**src/rtl/rails_pkg.sv**
```systemverilog
`default_nettype none
// ============================================================================
//  Module      : rails_pkg
//  Description : Shared constants, command encodings and sequencer states
//                for the railway-car stack sequencer.
//  Revision    : 1.0  initial release
// ============================================================================
package rails_pkg;

  // Longest train the sequencer will accept
  localparam int MAX_CARS = 10;
  // Width of car numbers, counts and indices
  localparam int CAR_W    = 4;

  // Command encodings presented on cmd_op (other codes are never driven)
  localparam logic [1:0] OP_PUSH = 2'b00;
  localparam logic [1:0] OP_POP  = 2'b01;

  typedef enum logic [1:0] {
    ST_IDLE = 2'd0,
    ST_LOAD = 2'd1,
    ST_RUN  = 2'd2,
    ST_DONE = 2'd3
  } state_e;

endpackage
`default_nettype wire

```
**src/rtl/rails_lifo.sv**
```systemverilog
`default_nettype none
// ============================================================================
//  Module      : rails_lifo
//  Description : Synchronous shadow stack of DEPTH entries. Exposes the top
//                entry plus the one beneath it so the sequencer can look
//                ahead across a POP in the same cycle it is accepted.
//  Revision    : 1.0  initial release
// ============================================================================
module rails_lifo
  import rails_pkg::*;
#(
  parameter int DEPTH = MAX_CARS,
  parameter int W     = CAR_W
) (
  input  logic         clk,
  input  logic         reset,
  input  logic         clear,
  input  logic         push,
  input  logic         pop,
  input  logic [W-1:0] din,
  output logic [W-1:0] top,
  output logic [W-1:0] below,
  output logic         empty,
  output logic         single
);

  localparam int PW = $clog2(DEPTH + 1);
  localparam int IW = (DEPTH > 1) ? $clog2(DEPTH) : 1;

  logic [W-1:0]  mem_q [DEPTH];
  logic [PW-1:0] sp_q;
  logic [PW-1:0] sp_d;
  logic [PW-1:0] top_ptr;
  logic [PW-1:0] below_ptr;

  assign top_ptr   = sp_q - PW'(1);
  assign below_ptr = sp_q - PW'(2);
  assign empty     = (sp_q == '0);
  assign single    = (sp_q == PW'(1));
  assign top       = empty ? '0 : mem_q[top_ptr[IW-1:0]];
  assign below     = (sp_q < PW'(2)) ? '0 : mem_q[below_ptr[IW-1:0]];

  // Next stack pointer: clear wins, then push or pop (never both together)
  always_comb begin
    sp_d = sp_q;
    if (clear) begin
      sp_d = '0;
    end else if (push && !pop && (sp_q < PW'(DEPTH))) begin
      sp_d = sp_q + PW'(1);
    end else if (pop && !push && !empty) begin
      sp_d = sp_q - PW'(1);
    end
  end

  // Stack pointer register
  always_ff @(posedge clk or negedge reset) begin
    if (!reset) begin
      sp_q <= '0;
    end else begin
      sp_q <= sp_d;
    end
  end

  // Entry storage; stale contents are never read because sp bounds all reads
  always_ff @(posedge clk) begin
    if (push && !pop && !clear && (sp_q < PW'(DEPTH))) begin
      mem_q[sp_q[IW-1:0]] <= din;
    end
  end

endmodule
`default_nettype wire

```
**src/rtl/rails_seq.sv**
```systemverilog
`default_nettype none
// ============================================================================
//  Module      : rails_seq
//  Description : Loads a target car order, then drives PUSH/POP commands to
//                the track datapath while a shadow stack decides whether the
//                order can be produced through a single siding.
//  Revision    : 1.0  initial release
// ============================================================================
module rails_seq
  import rails_pkg::*;
#(
  parameter int MAX_CARS = rails_pkg::MAX_CARS
) (
  input  logic             clk,
  input  logic             reset,
  input  logic             in_valid,
  output logic             in_ready,
  input  logic [CAR_W-1:0] in_data,
  output logic             cmd_valid,
  input  logic             cmd_ready,
  output logic [1:0]       cmd_op,
  output logic [CAR_W-1:0] cmd_car,
  output logic             done,
  output logic             result
);

  localparam logic [CAR_W-1:0] MAX_N = CAR_W'(MAX_CARS);

  state_e           state_q, state_d;
  logic [CAR_W-1:0] n_q, n_d;
  logic [CAR_W-1:0] idx_q, idx_d;
  logic [CAR_W-1:0] next_q, next_d;
  logic             cmd_valid_q, cmd_valid_d;
  logic [1:0]       cmd_op_q, cmd_op_d;
  logic [CAR_W-1:0] cmd_car_q, cmd_car_d;
  logic             result_q, result_d;

  logic [CAR_W-1:0] tgt_q [MAX_CARS];
  logic             tgt_we;

  logic             stk_clear, stk_push, stk_pop, stk_empty, stk_single;
  logic [CAR_W-1:0] stk_top, stk_below;

  logic             in_hs, cmd_hs;
  logic             eff_empty;
  logic [CAR_W-1:0] eff_idx, eff_next, eff_top, want;

  assign in_ready  = (state_q == ST_IDLE) || (state_q == ST_LOAD);
  assign in_hs     = in_valid && in_ready;
  assign cmd_hs    = cmd_valid_q && cmd_ready;
  assign stk_push  = cmd_hs && (cmd_op_q == OP_PUSH);
  assign stk_pop   = cmd_hs && (cmd_op_q == OP_POP);
  assign stk_clear = (state_q != ST_RUN);

  assign cmd_valid = cmd_valid_q;
  assign cmd_op    = cmd_op_q;
  assign cmd_car   = cmd_car_q;
  assign done      = (state_q == ST_DONE);
  assign result    = result_q;

  rails_lifo #(
    .DEPTH (MAX_CARS),
    .W     (CAR_W)
  ) u_lifo (
    .clk    (clk),
    .reset  (reset),
    .clear  (stk_clear),
    .push   (stk_push),
    .pop    (stk_pop),
    .din    (cmd_car_q),
    .top    (stk_top),
    .below  (stk_below),
    .empty  (stk_empty),
    .single (stk_single)
  );

  // Post-handshake view of stack and counters so the next command needs no bubble
  always_comb begin
    eff_idx   = idx_q;
    eff_next  = next_q;
    eff_top   = stk_top;
    eff_empty = stk_empty;
    if (stk_push) begin
      eff_next  = next_q + CAR_W'(1);
      eff_top   = cmd_car_q;
      eff_empty = 1'b0;
    end else if (stk_pop) begin
      eff_idx   = idx_q + CAR_W'(1);
      eff_top   = stk_below;
      eff_empty = stk_single;
    end
    want = tgt_q[eff_idx];
  end

  // Next-state, counter and command decision logic
  always_comb begin
    state_d     = state_q;
    n_d         = n_q;
    idx_d       = idx_q;
    next_d      = next_q;
    cmd_valid_d = cmd_valid_q;
    cmd_op_d    = cmd_op_q;
    cmd_car_d   = cmd_car_q;
    result_d    = result_q;
    tgt_we      = 1'b0;
    unique case (state_q)
      ST_IDLE: begin
        if (in_hs) begin
          n_d    = in_data;
          idx_d  = '0;
          next_d = CAR_W'(1);
          if (in_data == '0) begin
            state_d  = ST_DONE;
            result_d = 1'b1;
          end else if (in_data > MAX_N) begin
            state_d  = ST_DONE;
            result_d = 1'b0;
          end else begin
            state_d = ST_LOAD;
          end
        end
      end
      ST_LOAD: begin
        if (in_hs) begin
          tgt_we = 1'b1;
          idx_d  = idx_q + CAR_W'(1);
          if ((idx_q + CAR_W'(1)) == n_q) begin
            state_d = ST_RUN;
            idx_d   = '0;
            next_d  = CAR_W'(1);
          end
        end
      end
      ST_RUN: begin
        // A stalled command is held untouched until the datapath takes it
        if (!cmd_valid_q || cmd_ready) begin
          idx_d       = eff_idx;
          next_d      = eff_next;
          cmd_valid_d = 1'b0;
          if (eff_idx == n_q) begin
            state_d  = ST_DONE;
            result_d = 1'b1;
          end else if (!eff_empty && (eff_top == want)) begin
            cmd_valid_d = 1'b1;
            cmd_op_d    = OP_POP;
            cmd_car_d   = eff_top;
          end else if ((eff_next <= n_q) && (eff_next <= want)) begin
            cmd_valid_d = 1'b1;
            cmd_op_d    = OP_PUSH;
            cmd_car_d   = eff_next;
          end else begin
            state_d  = ST_DONE;
            result_d = 1'b0;
          end
        end
      end
      ST_DONE: begin
        state_d = ST_IDLE;
      end
      default: begin
        state_d = ST_IDLE;
      end
    endcase
  end

  // Control and command registers
  always_ff @(posedge clk or negedge reset) begin
    if (!reset) begin
      state_q     <= ST_IDLE;
      n_q         <= '0;
      idx_q       <= '0;
      next_q      <= '0;
      cmd_valid_q <= 1'b0;
      cmd_op_q    <= OP_PUSH;
      cmd_car_q   <= '0;
      result_q    <= 1'b0;
    end else begin
      state_q     <= state_d;
      n_q         <= n_d;
      idx_q       <= idx_d;
      next_q      <= next_d;
      cmd_valid_q <= cmd_valid_d;
      cmd_op_q    <= cmd_op_d;
      cmd_car_q   <= cmd_car_d;
      result_q    <= result_d;
    end
  end

  // Target order storage, written in beat order while loading
  always_ff @(posedge clk) begin
    if (tgt_we) begin
      tgt_q[idx_q] <= in_data;
    end
  end

endmodule
`default_nettype wire

```
**config.mk**
```make
export PLATFORM = sky130hd
export DESIGN_NAME = rails_seq
export DESIGN_NICKNAME = d
export VERILOG_FILES = /design/src/rtl/rails_pkg.sv /design/src/rtl/rails_lifo.sv /design/src/rtl/rails_seq.sv
export SDC_FILE = /design/constraint.sdc
export NUM_CORES = 1
export LEC_CHECK = 0
export ABC_AREA = 0
export BUFFER_PORTS_ARGS = -buffer_cell sky130_fd_sc_hd__buf_4
export CAP_MARGIN = 20
export CORE_ASPECT_RATIO = 1.25
export CORE_MARGIN = 5
export CORE_UTILIZATION = 43
export CTS_CLUSTER_DIAMETER = 150
export DETAILED_ROUTE_END_ITERATION = 8
export GPL_TIMING_DRIVEN = 0
export SYNTH_ARGS = -nofsm -noshare
export SYNTH_HDL_FRONTEND = slang
export SYNTH_SLANG_ARGS = --single-unit
```
**constraint.sdc**
```tcl
create_clock -name clk -period 5.4 [get_ports clk]
set_clock_uncertainty 0.2 [all_clocks]
set_input_delay 1.08 -clock clk [delete_from_list [all_inputs] [get_ports clk]]
set_output_delay 1.08 -clock clk [all_outputs]
set_load 0.02 [all_outputs]
```
==> reports/metrics.cfg <==
[global_routing]
grt_max_degree = 26
grt_overflow = 0
antenna_found_initial = 0
grt_pass1_wl_um = 22070
grt_pass1_vias = 4082
grt_use_total_pct = 17.55

[cts]
postCtsHoldBufs = 0
cts_tree = yes
clkTransAtPathRegs_ns = 0.07
cts-root-buf = clkbuf_16
clock_path_buffers = 2
ctsResizeCount = 0
post_cts_buffers = 0
clock_latency_ns = 0.35
cts-htree-levels = 3
cts_made_buffers = 9
clkSinkCount = 105

[worst_setup_path]
worstPathMaxFanout = 10
crit_arrival_ns = 5.08
worstSetupEndpointType = flop
critical_path_class = flop to flop
required_ns = 5.47
critPathLaunchType = flop

[sta]
max-slew-margin-rel_pct = 44.40
min_period_over_period_pct = 92.74
worst_hold_slack_ns = 0.3180
period_minus_slack_ns = 5.008
fin_setup_tns_ns = 0
rsz0062_at_grt = no
slew_viol_final = 0
fmax_ghz = 0.1997
hold_viol_final = 0
setup_viol = 0
worst_slew_pin_slew_ns = 0.8310

[synth]
seq_area_frac_synth_pct = 50.03
netlist_area_mm2 = 0.006052
synth_area_per_cell_um2 = 12.53
syn_inst = 483
synth_cell_type_count = 70
synth.top_cell.area_share_pct = 39.69
synth_top_flop_cell = edfxtp_1
yosys-top-cells-count = edfxtp_1 (80), mux2i_1 (43), nand2_1 (41), dfrtp_1 (25), ha_1 (25)
yosys-top-cells-area = edfxtp_1 (40%), dfrtp_1 (10%), mux4_2 (7.4%), mux2i_1 (7.1%), ha_1 (5.2%)
synth_top_area_cell = edfxtp_1
synth_nets = 516
synth_most_common_cell = edfxtp_1
ys_ff_latch = 105
synth_edf_count = 80
ys_warn_count = 0
async_flop_share_pct = 23.81

[route]
post_drt_wl_per_cell_um = 20.11
drt_pass1_iterations = 5
wl_um = 13860
postRouteAntennaNets = 0
first_iter_violations = 255
route.vias.total = 3986
drc = 0
viasPerCell = 5.785

[power_and_ir_drop]
power_density_mw_per_mm2 = 496.9
p_leak_nw = 2.483
vdd_ir_drop_max_mv = 0.4118

[placement]
postPlaceCellArea_mm2 = 0.006384
portBuffers = 15
gp_congestion = 0.8642
dp_hpwl_um = 10380

[floorplanning]
num_io_pins = 18
initial_core_util_pct = 43.81
die_h_um = 142.6
std_cell_rows = 48
fp.dieW_um = 116.1
core_area_mm2 = 0.01381
design.die.area_mm2 = 0.01656

[min_path]
hp-class = flop to flop

[finish]
area_delta_synth_final_pct = 11.25
diodes = 0
finalInstanceArea_mm2 = 0.006733
fill_cells = 1262
nNetsFinal = 542
drive_above_1_share_pct = 17.12

[run]
cap_violations = 0

[run_status]
status = completed

## kinds of logic after synthesis
logic type	synth area share, %
mux	15.73
buf+inv	3.824
fa+ha+maj	5.168
other cells	0.06196
flops	50.03
xor+xnor	3.577
simple gates	11.91
compound gates	9.697
## metrics by stage
| step | total power [mW] | std cells | utilization (%) | worst slack [ns] |
|---|---|---|---|---|
| 2_1_floorplan | 2.211 | 483 | - | 1.003 |
| 3_3_place_gp | 2.589 | 673 | 46.21 | 0.1027 |
| 3_5_place_dp | 2.625 | 673 | 46.21 | 0.05565 |
| 4_1_cts | 3.344 | 689 | 48.59 | 0.03277 |
| 5_1_grt | 3.572 | 689 | 48.74 | 0.04692 |
| 6_report | 3.346 | 689 | 48.74 | 0.3918 |
## routing by layer
metal | share of wire (%) | global-route usage, % | routed length (um)
met1 | 41 | 21.48 | 5646
met2 | 53 | 31.07 | 7412
met3 | 4.1 | 3.434 | 564
met4 | 1.7 | 5.498 | 235
met5 | 0 | 0 | 0
## worst max-delay path: stages (launching register included)
cell      delay [ns]
dfrtp_1         0.37
buf_2           0.26
buf_4           0.27
buf_6           0.20
buf_6           0.19
inv_1           0.08
ha_1            0.46
and4b_1         0.23
buf_1           0.17
a22oi_1         0.20
nand3_1         0.13
a21oi_2         0.29
nor2_1          0.09
ha_1            0.29
nor2b_1         0.13
o21a_1          0.16
o21ai_0         0.15
nand2b_1        0.09
a22oi_2         0.32
a31oi_2         0.14
o21ai_1         0.27
mux2i_1         0.23
## final cells by class
cell class | instances | area (um2) | share of cell area (%)
clock inverters | 7 | 102.6 | 1.524
inverters | 18 | 67.56 | 1.004
clock buffers | 9 | 225.2 | 3.345
repair buffers | 15 | 112.6 | 1.673
well taps | 175 | 219.0 | 3.252
plain buffers | 26 | 163.9 | 2.434
multi-input cells | 334 | 2814 | 41.80
flip-flops and latches | 105 | 3028 | 44.97
## cells in the final DEF (no fill, tap or decap), types with 4 or more instances in the layout
master,netlist,routed
o21ai_0,14,14
a32oi_1,9,9
nand2_1,41,41
and3_1,12,12
dfrtp_1,25,25
xor2_1,8,8
nor2_1,22,22
mux4_2,20,20
a21oi_1,8,7
mux2i_1,43,43
nand4_1,5,5
inv_1,17,17
nand3_1,18,18
buf_2,10,10
nor2b_1,8,8
buf_4,2,17
edfxtp_1,80,80
clkbuf_1,6,6
ha_1,25,25
a22oi_1,11,10
xnor2_1,13,13
mux2_2,4,4
clkbuf_16,0,9
buf_6,4,4
and2_1,14,14
## power breakdown
group	total, mW	leakage, nW	internal [mW]	switching, mW
Combinational	1.52	1.29	0.644	0.880
Clock	0.714	0.150	0.411	0.303
Sequential	1.11	1.04	0.992	0.115
Total	3.35	2.48	2.05	1.30
## flip-flops by register name, summed over array words and instances (netlist names)
register / count
next_q: 4
u_lifo.sp_q: 4
n_q: 4
result: 1
cmd_car: 4
cmd_valid: 1
cmd_op: 1
u_lifo.mem_q: 40
idx_q: 4
tgt_q: 40
state_q: 2
## path summary, 6_finish.rpt
kind / startpoint / endpoint / slack [ns] / cells past startpoint
max: idx_q[0]$_DFFE_PN0P_ / state_q[1]$_DFFE_PN0P_ / 0.39 / 21
min: next_q[3]$_DFFE_PN0P_ / next_q[3]$_DFFE_PN0P_ / 0.32 / 1
max reg2reg: idx_q[0]$_DFFE_PN0P_ / state_q[1]$_DFFE_PN0P_ / 0.39 / 21
min reg2reg: next_q[3]$_DFFE_PN0P_ / next_q[3]$_DFFE_PN0P_ / 0.32 / 1
max in group asynchronous: reset / idx_q[3]$_DFFE_PN0P_ / 4.33 / 1
min in group asynchronous: reset / result$_DFFE_PN0P_ / 0.42 / 1
Power figures use the tool's default switching activity.
